<file path="config.mk">
export PLATFORM = sky130hd
export DESIGN_NAME = id_ex_pipe_reg
export DESIGN_NICKNAME = d
export VERILOG_FILES = /design/src/rtl/id_ex_pipe_reg.sv
export SDC_FILE = /design/constraint.sdc
export NUM_CORES = 1
export LEC_CHECK = 0
export ABC_AREA = 1
export CORE_MARGIN = 2
export CORE_UTILIZATION = 45
export DETAILED_ROUTE_END_ITERATION = 8
export GPL_ROUTABILITY_DRIVEN = 0
export HOLD_SLACK_MARGIN = 0.1
export PLACE_DENSITY = 0.88
export SYNTH_ARGS = -nofsm -noshare
export SYNTH_HDL_FRONTEND = slang
export SYNTH_SLANG_ARGS = --single-unit
</file>
<file path="constraint.sdc">
create_clock -name clk -period 3.2 [get_ports clk]
set_input_delay 0.8 -clock clk [delete_from_list [all_inputs] [get_ports clk]]
set_output_delay 0.8 -clock clk [all_outputs]
set_load 0.02 [all_outputs]
</file>
<file path="src/rtl/id_ex_pipe_reg.sv">
// ID/EX pipeline register with WB->ID write-through bypass, stall/flush
// handling and a saturating stall-cycle counter.
module id_ex_pipe_reg #(
    parameter int CTRL_W = 8,
    parameter int CNT_W  = 16
) (
    input  logic              clk,
    input  logic              rst_n,
    input  logic              stall,
    input  logic              flush,
    input  logic              id_valid,
    input  logic [4:0]        id_rs,
    input  logic [4:0]        id_rt,
    input  logic [4:0]        id_rd,
    input  logic [31:0]       id_rd1,
    input  logic [31:0]       id_rd2,
    input  logic [31:0]       id_imm,
    input  logic [CTRL_W-1:0] id_ctrl,
    input  logic              wb_reg_write,
    input  logic [4:0]        wb_wr,
    input  logic [31:0]       wb_wd,
    output logic              ex_valid,
    output logic [4:0]        ex_rs,
    output logic [4:0]        ex_rt,
    output logic [4:0]        ex_rd,
    output logic [31:0]       ex_a,
    output logic [31:0]       ex_b,
    output logic [31:0]       ex_imm,
    output logic [CTRL_W-1:0] ex_ctrl,
    output logic [CNT_W-1:0]  stall_cnt
);

    // A WB write to $0 is discarded by the register file, so it never forwards.
    logic        wb_live;
    logic        byp_a_hit, byp_b_hit;
    logic        ref_a_hit, ref_b_hit;
    logic [31:0] byp_a, byp_b;

    // Forwarding selects for the incoming operands and for a held instruction.
    always_comb begin
        wb_live   = wb_reg_write && (wb_wr != 5'd0);
        byp_a_hit = wb_live && (wb_wr == id_rs);
        byp_b_hit = wb_live && (wb_wr == id_rt);
        ref_a_hit = wb_live && (wb_wr == ex_rs);
        ref_b_hit = wb_live && (wb_wr == ex_rt);
        byp_a     = byp_a_hit ? wb_wd : id_rd1;
        byp_b     = byp_b_hit ? wb_wd : id_rd2;
    end

    // EX-side state: reset > flush > stall (hold with operand refresh) > load.
    always_ff @(posedge clk) begin
        if (!rst_n) begin
            ex_valid <= 1'b0;
            ex_rs    <= '0;
            ex_rt    <= '0;
            ex_rd    <= '0;
            ex_a     <= '0;
            ex_b     <= '0;
            ex_imm   <= '0;
            ex_ctrl  <= '0;
        end else if (flush) begin
            ex_valid <= 1'b0;
            ex_rs    <= '0;
            ex_rt    <= '0;
            ex_rd    <= '0;
            ex_a     <= '0;
            ex_b     <= '0;
            ex_imm   <= '0;
            ex_ctrl  <= '0;
        end else if (stall) begin
            // A held instruction must still see a write that retires under it.
            if (ref_a_hit) ex_a <= wb_wd;
            if (ref_b_hit) ex_b <= wb_wd;
        end else begin
            ex_valid <= id_valid;
            ex_rs    <= id_rs;
            ex_rt    <= id_rt;
            ex_rd    <= id_rd;
            ex_a     <= byp_a;
            ex_b     <= byp_b;
            ex_imm   <= id_imm;
            ex_ctrl  <= id_ctrl;
        end
    end

    // Saturating count of stalled cycles; a flush cycle does not count.
    always_ff @(posedge clk) begin
        if (!rst_n) begin
            stall_cnt <= '0;
        end else if (stall && !flush && (stall_cnt != {CNT_W{1'b1}})) begin
            stall_cnt <= stall_cnt + 1'b1;
        end
    end

endmodule

</file>
* Yosys cells after proc, flatten, opt, wreduce, memory -nomap -nowiden
Cells that the tools add are included.
** Storage, ports and cells
- Register bits :: 136
- Latch bits :: 0
- Memory bits (writable) :: 0
- Memory bits (read-only) :: 0
- Bits of input ports :: 162
- Output and inout bits :: 136
- Memories :: 0
** Cells by class
- Add/sub/neg operators :: 1
- Multipliers :: 0
- Div/mod/pow operators :: 0
- Order comparisons :: 0
- Eq/ne operators :: 7
- Shift-type cells :: 0
- Multiplexer cells :: 6
- Bitwise gates (word level) :: 1
- Reductions and logical operators :: 10
** Operator list (count)
- $mux W32 :: 6
- $eq A5 B5 Y1 :: 4
- $add A16 B1 Y16 const B :: 1
- $ne A16 B16 Y1 const B :: 1
- $logic_and A1 B1 Y1 :: 7
- $reduce_bool A5 Y1 :: 1
- $ne A2 B1 Y1 const B :: 2
- $reduce_or A2 Y1 :: 1
- $logic_not A1 Y1 :: 1
- $not A1 Y1 :: 1

* Depth between registers and ports, before layout
Gate-level depths: netlist (run 1).
- Depth after elaboration :: 5
- Gate-level depth with buffers :: 12
- Mapped depth without buffers :: 10

* Least setup slack after synthesis (run 1)
Ideal clock, no wire load.
- Path kind :: input -> register
- From :: in wb_wr[3]
- To :: reg ex_a[17]
- Library setup time :: 0.110 ns
- Arrival time :: 1.827 ns
- Data required time :: 3.090 ns
- Path slack :: 1.263 ns
- Cell stages on the path :: 11
- Path buffers :: 2
- Cell sequence :: buf_4 nor2_4 nand3_2 nand2_4 nor2_4 nand2_4 nand2_4 buf_8 or2_0 nand3_1 inv_1
** Between the ends
- Cells in the longest elaborated chain, start to end :: 5
** RTL lines
- start: declaration :: RTL line 20 : input logic [4:0] wb_wr,
- $reduce_bool A5 Y1 :: RTL line 41 : wb_live = wb_reg_write && (wb_wr != 5'd0);
- $logic_and A1 B1 Y1 :: RTL line 41
- $logic_and A1 B1 Y1 :: RTL line 42 : byp_a_hit = wb_live && (wb_wr == id_rs);
- $mux W32 :: RTL line 46 : byp_a = byp_a_hit ? wb_wd : id_rd1;
- $mux W32 :: RTL line 70 : end else if (stall) begin
- end signal: assignment :: RTL line 72 : if (ref_a_hit) ex_a <= wb_wd;
- end signal: assignment :: RTL line 79 : ex_a <= byp_a;
- end: declaration :: RTL line 26 : output logic [31:0] ex_a,
Several ways; a longest one is shown, not always the timed one.
A chain may end at the register's enable or synchronous reset.

* Worst setup path in the final report (run 1)
- From :: in wb_wr[1]
- To :: reg ex_a[22]
The elaborated chain is that of the path after synthesis.

==> metrics.txt, run 1 <==
Ys Warns=0; crit-path cells=clkdlybuf4s50_1 > xnor2_1 > nand2_1 > nor2_2 > nand2_4 > nand2_4 > o21ai_1 > a21oi_1; area leader, netlist=dfxtp_1; post-CTS sizing=0; RSZ-0062 raised after global routing=false; clk_lat worst skew=0.41 ns; Clock Power Share=0.434; asr flop ratio synth=0; CORE AREA=0.0140 sq mm; maximum fanout along the worst path=56; Syn Inst Count=910; Pins Over Slew Limit=0; DRT iter0 DRCs=457; number of hold buffers added after CTS=0; sequential share of the synthesized area=0.419; relative slew slack=0.599; Ports=slightly below 300; Hold Crit Class=flip-flop to flip-flop; die area=~0.015 sq mm; placed inst area=0.00946 sq mm; Register Area=~0.0027 sq mm; post-synth top area share=0.419; Worst Path Arrival=2.83 ns; Inst Count DP=1340; vias per std cell=5.10; Reg power frac=0.393; CP Launch Type=input pin; Peak VDD IR=0.294 mV; area growth from synthesis to layout=54.7%; initial core utilization=0.464; CTS tree=yes; synth top area cells=dfxtp_1 42%, nand2_1 14%, a21oi_1 8.0%; Most Frequent Cell on Critical Path=nand2_4; Mapped Nets=1073; layout cells sized above 1=0.0713; Register-to-Register Path Depth=8; fmax=roughly 0.4 GHz; WL/cell=between 15 and 20 um; final WL=22100 um; Worst path max stage delay=0.66 ns; Synth Flop Type=dfxtp_1; syn_area_per_cell=~7 sq um; routed vias=roughly 7000; Hold Vio Cnt, Final=0; Layout Cells excl Fill=1372; number of antenna violations at the first check in global routing=0; max-cap viol count=0; die width=124 um; Buf/Inv on CP=1; flop2flop setup slack=1.22 ns; Tightest Pin Transition=between 0.6 and 0.7 ns; # diodes=0; aggregate global routing overflow=0; row cnt=43; Die Ht=124 um; TritonCTS buffer count=17; Worst Setup End Kind=flip-flop; distinct cell type count after synthesis=32; root buffer cell=clkbuf_16; worst setup margin=0.699 ns; Post-DP HPWL=around 16000 um; PortBufs=just under 300; GRT Util Overall=0.280; Sink Count=136; hold depth=2; Power Total=4.56 mW; Seq cells post-synth=~140; most common cell in the synthesized netlist=nand2_1; worst setup path class=input pin to flip-flop; number of synthesized flops with an enable pin=0; Power Dens Cells=453 mW/mm^2; top cell family by delay on the critical path=simple AND/OR/NAND/NOR gates; layout filler cell count=1103; Worst Path Required=around 3.5 ns; Detailed Routing Iterations Pass 1=5; clk buf depth=2; Switch Pwr=approximately 1.1 mW; first-pass GRT wire length=33000 um; Place WS=0.317 ns; setup TNS=0 ns; Final Cycle Share=0.782; H-Tree Depth=4; combinational power share=0.172; clock-pin slew on the worst setup and hold paths=approximately 0.060 ns; synth cell count leaders=249 x nand2_1, 136 x dfxtp_1, 104 x a21oi_1; slowest CP cell=clkdlybuf4s50_1; Final ANT Viol Nets=0; pin count of the biggest net entering global routing=57; status=finished clean; Switching Share=0.252; Max Clock Skew=0.00684 ns; # setup viols final=0; residual DRC count=0; leakage=4.11 nW; vias in the first global route=6480; Post-CTS Setup Bufs=0; Syn Std Cell Area=0.00650 sq mm; multi-input logic area=0.00311 sq mm; Internal=around 3.4 mW; Final Net Count=1342; final instance area=~0.010 sq mm; post-layout min period=roughly 2.5 ns; CP Depth=8
flip-flops by register name (all words and copies together), names as in the netlist:
signal / cells
ex_rs: 5
ex_rt: 5
ex_ctrl: 8
ex_rd: 5
ex_valid: 1
ex_b: 32
ex_a: 32
stall_cnt: 16
ex_imm: 32
metrics by stage:
stage          utilization  hold slack [ns]
6_report             0.719            0.460
5_1_grt              0.719            0.476
4_1_cts              0.719            0.465
3_5_place_dp         0.677            0.455
3_3_place_gp         0.677            0.442
2_1_floorplan            -            0.533
metal layers:
layer,global-route usage,part of all wire,wire length [um]
met1,0.322,0.39,8670
met2,0.463,0.49,10800
met3,0.0911,0.079,1760
met4,0.147,0.041,918
met5,0,0,0
cell families after synthesis:
logic type      share of synthesized area
compound gates                      0.130
fa+ha+maj                         0.00193
simple gates                        0.317
xor+xnor                           0.0297
flops                               0.419
buf+inv                             0.103
power groups by stage:
stage	combinational, mW	clock, mW	sequential (mW)
global placement	0.768	0	1.83
finish	0.786	1.98	1.79
CTS	0.786	2.01	1.79
global route	0.849	2.09	1.80
floorplan	0.321	0	1.90
detailed placement	0.779	0	1.83
path summary, 6_finish.rpt:
kind	start	endpoint
max	wb_wr[1]	ex_a[22]$_SDFFE_PP0P_
min reg2reg	ex_imm[28]$_SDFFE_PP0N_	ex_imm[28]$_SDFFE_PP0N_
max reg2reg	stall_cnt[0]$_SDFFE_PN0P_	stall_cnt[11]$_SDFFE_PN0P_
min	ex_imm[28]$_SDFFE_PP0N_	ex_imm[28]$_SDFFE_PP0N_
cell type report:
type / instances / area share
timing repair buffer: 311 / 0.311
inverter: 74 / 0.0278
clock buffer: 23 / 0.0465
multi-input combinational: 639 / 0.310
tap: 180 / 0.0224
sequential: 136 / 0.271
clock inverter: 9 / 0.0122
placed cells by master (no fill, tap or decap), types with 2 or more instances in the layout:
master / n
nor2_2: 5
inv_1: 69
a21oi_2: 7
dfxtp_1: 136
a21oi_1: 104
clkbuf_1: 4
buf_12: 4
bufinv_16: 3
nor2_4: 4
buf_4: 10
or2_0: 2
clkdlybuf4s50_1: 296
nor2_1: 67
nand3_1: 72
nand4_1: 3
clkinv_2: 6
o21ai_0: 38
nand3b_1: 21
nand3_2: 9
nor3_1: 8
clkbuf_16: 17
nand2_1: 249
or2_2: 3
clkbuf_8: 2
xor2_1: 8
xnor2_1: 14
inv_2: 4
nand2_4: 8
o21ai_1: 13
worst reg2reg max path: stages (launching register included):
cell and delay [ns]:
dfxtp_1 0.38, ha_1 0.22, nand3_1 0.13, nor2_1 0.20, nand3_1 0.10, nand2_1 0.40
nor2_1 0.18, o21ai_0 0.20, a21oi_1 0.05
No activity file was read; power rests on OpenSTA's default activity.
==> run 2, diff against run 1 <==
--- a/config.mk
+++ b/config.mk
@@ -7,11 +7,11 @@
 export LEC_CHECK = 0
 export ABC_AREA = 1
 export CORE_MARGIN = 2
-export CORE_UTILIZATION = 45
+export CORE_UTILIZATION = 42
 export DETAILED_ROUTE_END_ITERATION = 8
 export GPL_ROUTABILITY_DRIVEN = 0
 export HOLD_SLACK_MARGIN = 0.1
-export PLACE_DENSITY = 0.88
+export PLACE_DENSITY = 0.83
 export SYNTH_ARGS = -nofsm -noshare
 export SYNTH_HDL_FRONTEND = slang
 export SYNTH_SLANG_ARGS = --single-unit
==> constraint.sdc (replaced) <==
create_clock -name clk -period 2.55 [get_ports clk]
set_input_delay 0.6375 -clock clk [delete_from_list [all_inputs] [get_ports clk]]
set_output_delay 0.6375 -clock clk [all_outputs]
set_load 0.02 [all_outputs]
==> run 2 against run 1 <==
  * First-iteration DRC count down 0.44%
  * Clock-buffer cell count up 1
  * Worst setup slack worse by 0.33 ns
  * Routed wire length down 2.8%
  * Critical path depth up 3
  * Critical path type unchanged
  * Largest cell class unchanged
==> metrics.txt, run 2 (synthesis results as in run 1) <==
status=finished clean (unchanged); post-layout min period=roughly 2.2 ns; Reg power frac=0.397 (was 0.393); Worst Setup End Kind=flip-flop (unchanged); final WL=21500 um (was 22100 um); Max Clock Skew=0.00849 ns (was 0.00684 ns); layout cells sized above 1=0.0775 (was 0.0713); Switch Pwr=1.43 mW (was 1.15 mW); relative slew slack=0.662 (was 0.599); # setup viols final=0 (unchanged); clk buf depth=2 (unchanged); vias in the first global route=6616 (was 6480); clk_lat worst skew=0.41 ns (about the same); worst setup path class=input pin to flip-flop (unchanged); max-cap viol count=0 (unchanged); Tightest Pin Transition=0.508 ns (was 0.601 ns); Util after Layout=0.673 (was 0.719); Final Net Count=1351 (was 1342); Pins Over Slew Limit=0 (unchanged); Ports=298 (unchanged); H-Tree Depth=4 (unchanged); root buffer cell=clkbuf_16 (unchanged); post-CTS sizing=0 (unchanged); Post-CTS Setup Bufs=0 (unchanged); commonest non-fill, non-tap cells in the layout=296 x clkdlybuf4s50_1, 249 x nand2_1, 136 x dfxtp_1 (unchanged); vias per std cell=5.04 (was 5.10); biggest regs=ex_a x32, ex_b x32, ex_imm x32 (unchanged); Inst Count DP=1357 (was 1340); setup TNS=0 ns (unchanged); GRT Util Overall=0.256 (was 0.280); row cnt=45 (was 43); residual DRC count=0 (unchanged); Sink Count=136 (unchanged); number of antenna violations at the first check in global routing=1 (was 0); die width=128 um (was 124 um); Final ANT Viol Nets=0 (unchanged); Post-DP HPWL=15100 um (was 15900 um); aggregate global routing overflow=0 (unchanged); combinational power share=0.178 (was 0.172); first-pass GRT wire length=33300 um (was 33000 um); Worst Path Arrival=2.51 ns (was 2.83 ns); min-delay src=ex_imm[29]$_SDFFE_PP0N_ (was ex_imm[28]$_SDFFE_PP0N_); TritonCTS buffer count=17 (unchanged); Die Ht=128 um (was 124 um); routed vias=6998 (was 6993); die area=0.0165 sq mm (was 0.0154 sq mm); CP Launch Type=input pin (unchanged); CTS tree=yes (unchanged); Detailed Routing Iterations Pass 1=5 (unchanged); number of hold buffers added after CTS=0 (unchanged); Clock Power Share=0.425 (was 0.434); CORE AREA=0.0151 sq mm (was 0.0140 sq mm); leakage=4.16 nW (was 4.11 nW); DRT iter0 DRCs=455 (was 457); Peak VDD IR=0.398 mV (was 0.294 mV); pin count of the biggest net entering global routing=109 (was 57); reg-to-reg startpoint=stall_cnt[1]$_SDFFE_PN0P_ (was stall_cnt[0]$_SDFFE_PN0P_); layout filler cell count=1277 (was 1103); Worst Path Required=2.89 ns (was 3.53 ns); Power Dens Cells=555 mW/mm^2 (was 453 mW/mm^2); Final Cycle Share=0.854; area growth from synthesis to layout=56.9% (was 54.7%); Layout Cells excl Fill=1389 (was 1372); Hold Crit Class=flip-flop to flip-flop (unchanged); critical path launch point=wb_wr[0] (was wb_wr[1]); RSZ-0062 raised after global routing=false (unchanged); fmax=between 0.4 and 0.5 GHz; maximum fanout along the worst path=33 (was 56); Internal=4.23 mW (was 3.41 mW); initial core utilization=0.429 (was 0.464); Switching Share=0.253 (was 0.252); clock-pin slew on the worst setup and hold paths=0.06 ns (about the same); PortBufs=297 (unchanged); commonest non-fill, non-tap cell in the layout=clkdlybuf4s50_1 (unchanged); WL/cell=15.5 um (was 16.1 um); Hold Vio Cnt, Final=0 (unchanged)
==> run 2: per-layer routing <==
metal | routed length [um] | share of wire | track usage | vias to the layer above
met2 | 10400 | 0.48 | 0.431 | 281
met4 | 760 | 0.035 | 0.114 | 0
met1 | 8780 | 0.41 | 0.309 | 3202
met5 | 0 | 0 | 0 | -
met3 | 1590 | 0.074 | 0.0653 | 49
li1 | - | - | - | 3466
==> run 2: power by group through the flow <==
stage	combinational [mW]	clock (mW)	sequential, mW
after detailed placement	1.00	0	2.29
after floorplan	0.403	0	2.38
after CTS	1.01	2.46	2.25
after global routing	1.09	2.54	2.25
after global placement	0.992	0	2.29
final	1.01	2.41	2.25
==> run 2: worst paths after layout <==
| check | endpoint | cells after the start | slack, ns |
|---|---|---|---|
| setup / recovery | ex_a[27]$_SDFFE_PP0P_ | 11 | 0.37 |
| hold / removal | ex_imm[29]$_SDFFE_PP0N_ | 2 | 0.46 |
| setup reg to reg | stall_cnt[0]$_SDFFE_PN0P_ | 8 | 0.65 |
| hold reg to reg | ex_imm[29]$_SDFFE_PP0N_ | 2 | 0.46 |
==> run 2: cell type report <==
cell class | instances | area (sq um) | share of cell area
multi-input cells | 639 | 3110 | 0.305
diodes | 1 | 2.50 | 0.000245
clock inverters | 7 | 93.8 | 0.00920
well taps | 188 | 235 | 0.0231
clock buffers | 24 | 482 | 0.0473
flip-flops and latches | 136 | 2720 | 0.267
repair buffers | 320 | 3270 | 0.320
inverters | 74 | 279 | 0.0274
==> run 2: worst max-delay path, stage by stage <==
cell	delay (ns)
clkdlybuf4s50_1	0.59
buf_4	0.17
inv_1	0.03
nand2_1	0.04
nand4_1	0.13
nor2_1	0.20
nand2_4	0.07
buf_4	0.25
nand3b_1	0.14
nand2_1	0.08
a21oi_1	0.16
==> run 2: through the flow <==
stage               worst slack [ns]  hold WS [ns]  power, mW  instance area (sq um)
floorplan                      0.775         0.533       2.78                   6500
global placement              0.0230         0.443       3.28                   9620
detailed placement           -0.0101         0.455       3.29                   9620
CTS                            0.380         0.464       5.71                  10200
global route                   0.252         0.480       5.89                  10200
finish                         0.372         0.463       5.66                  10200
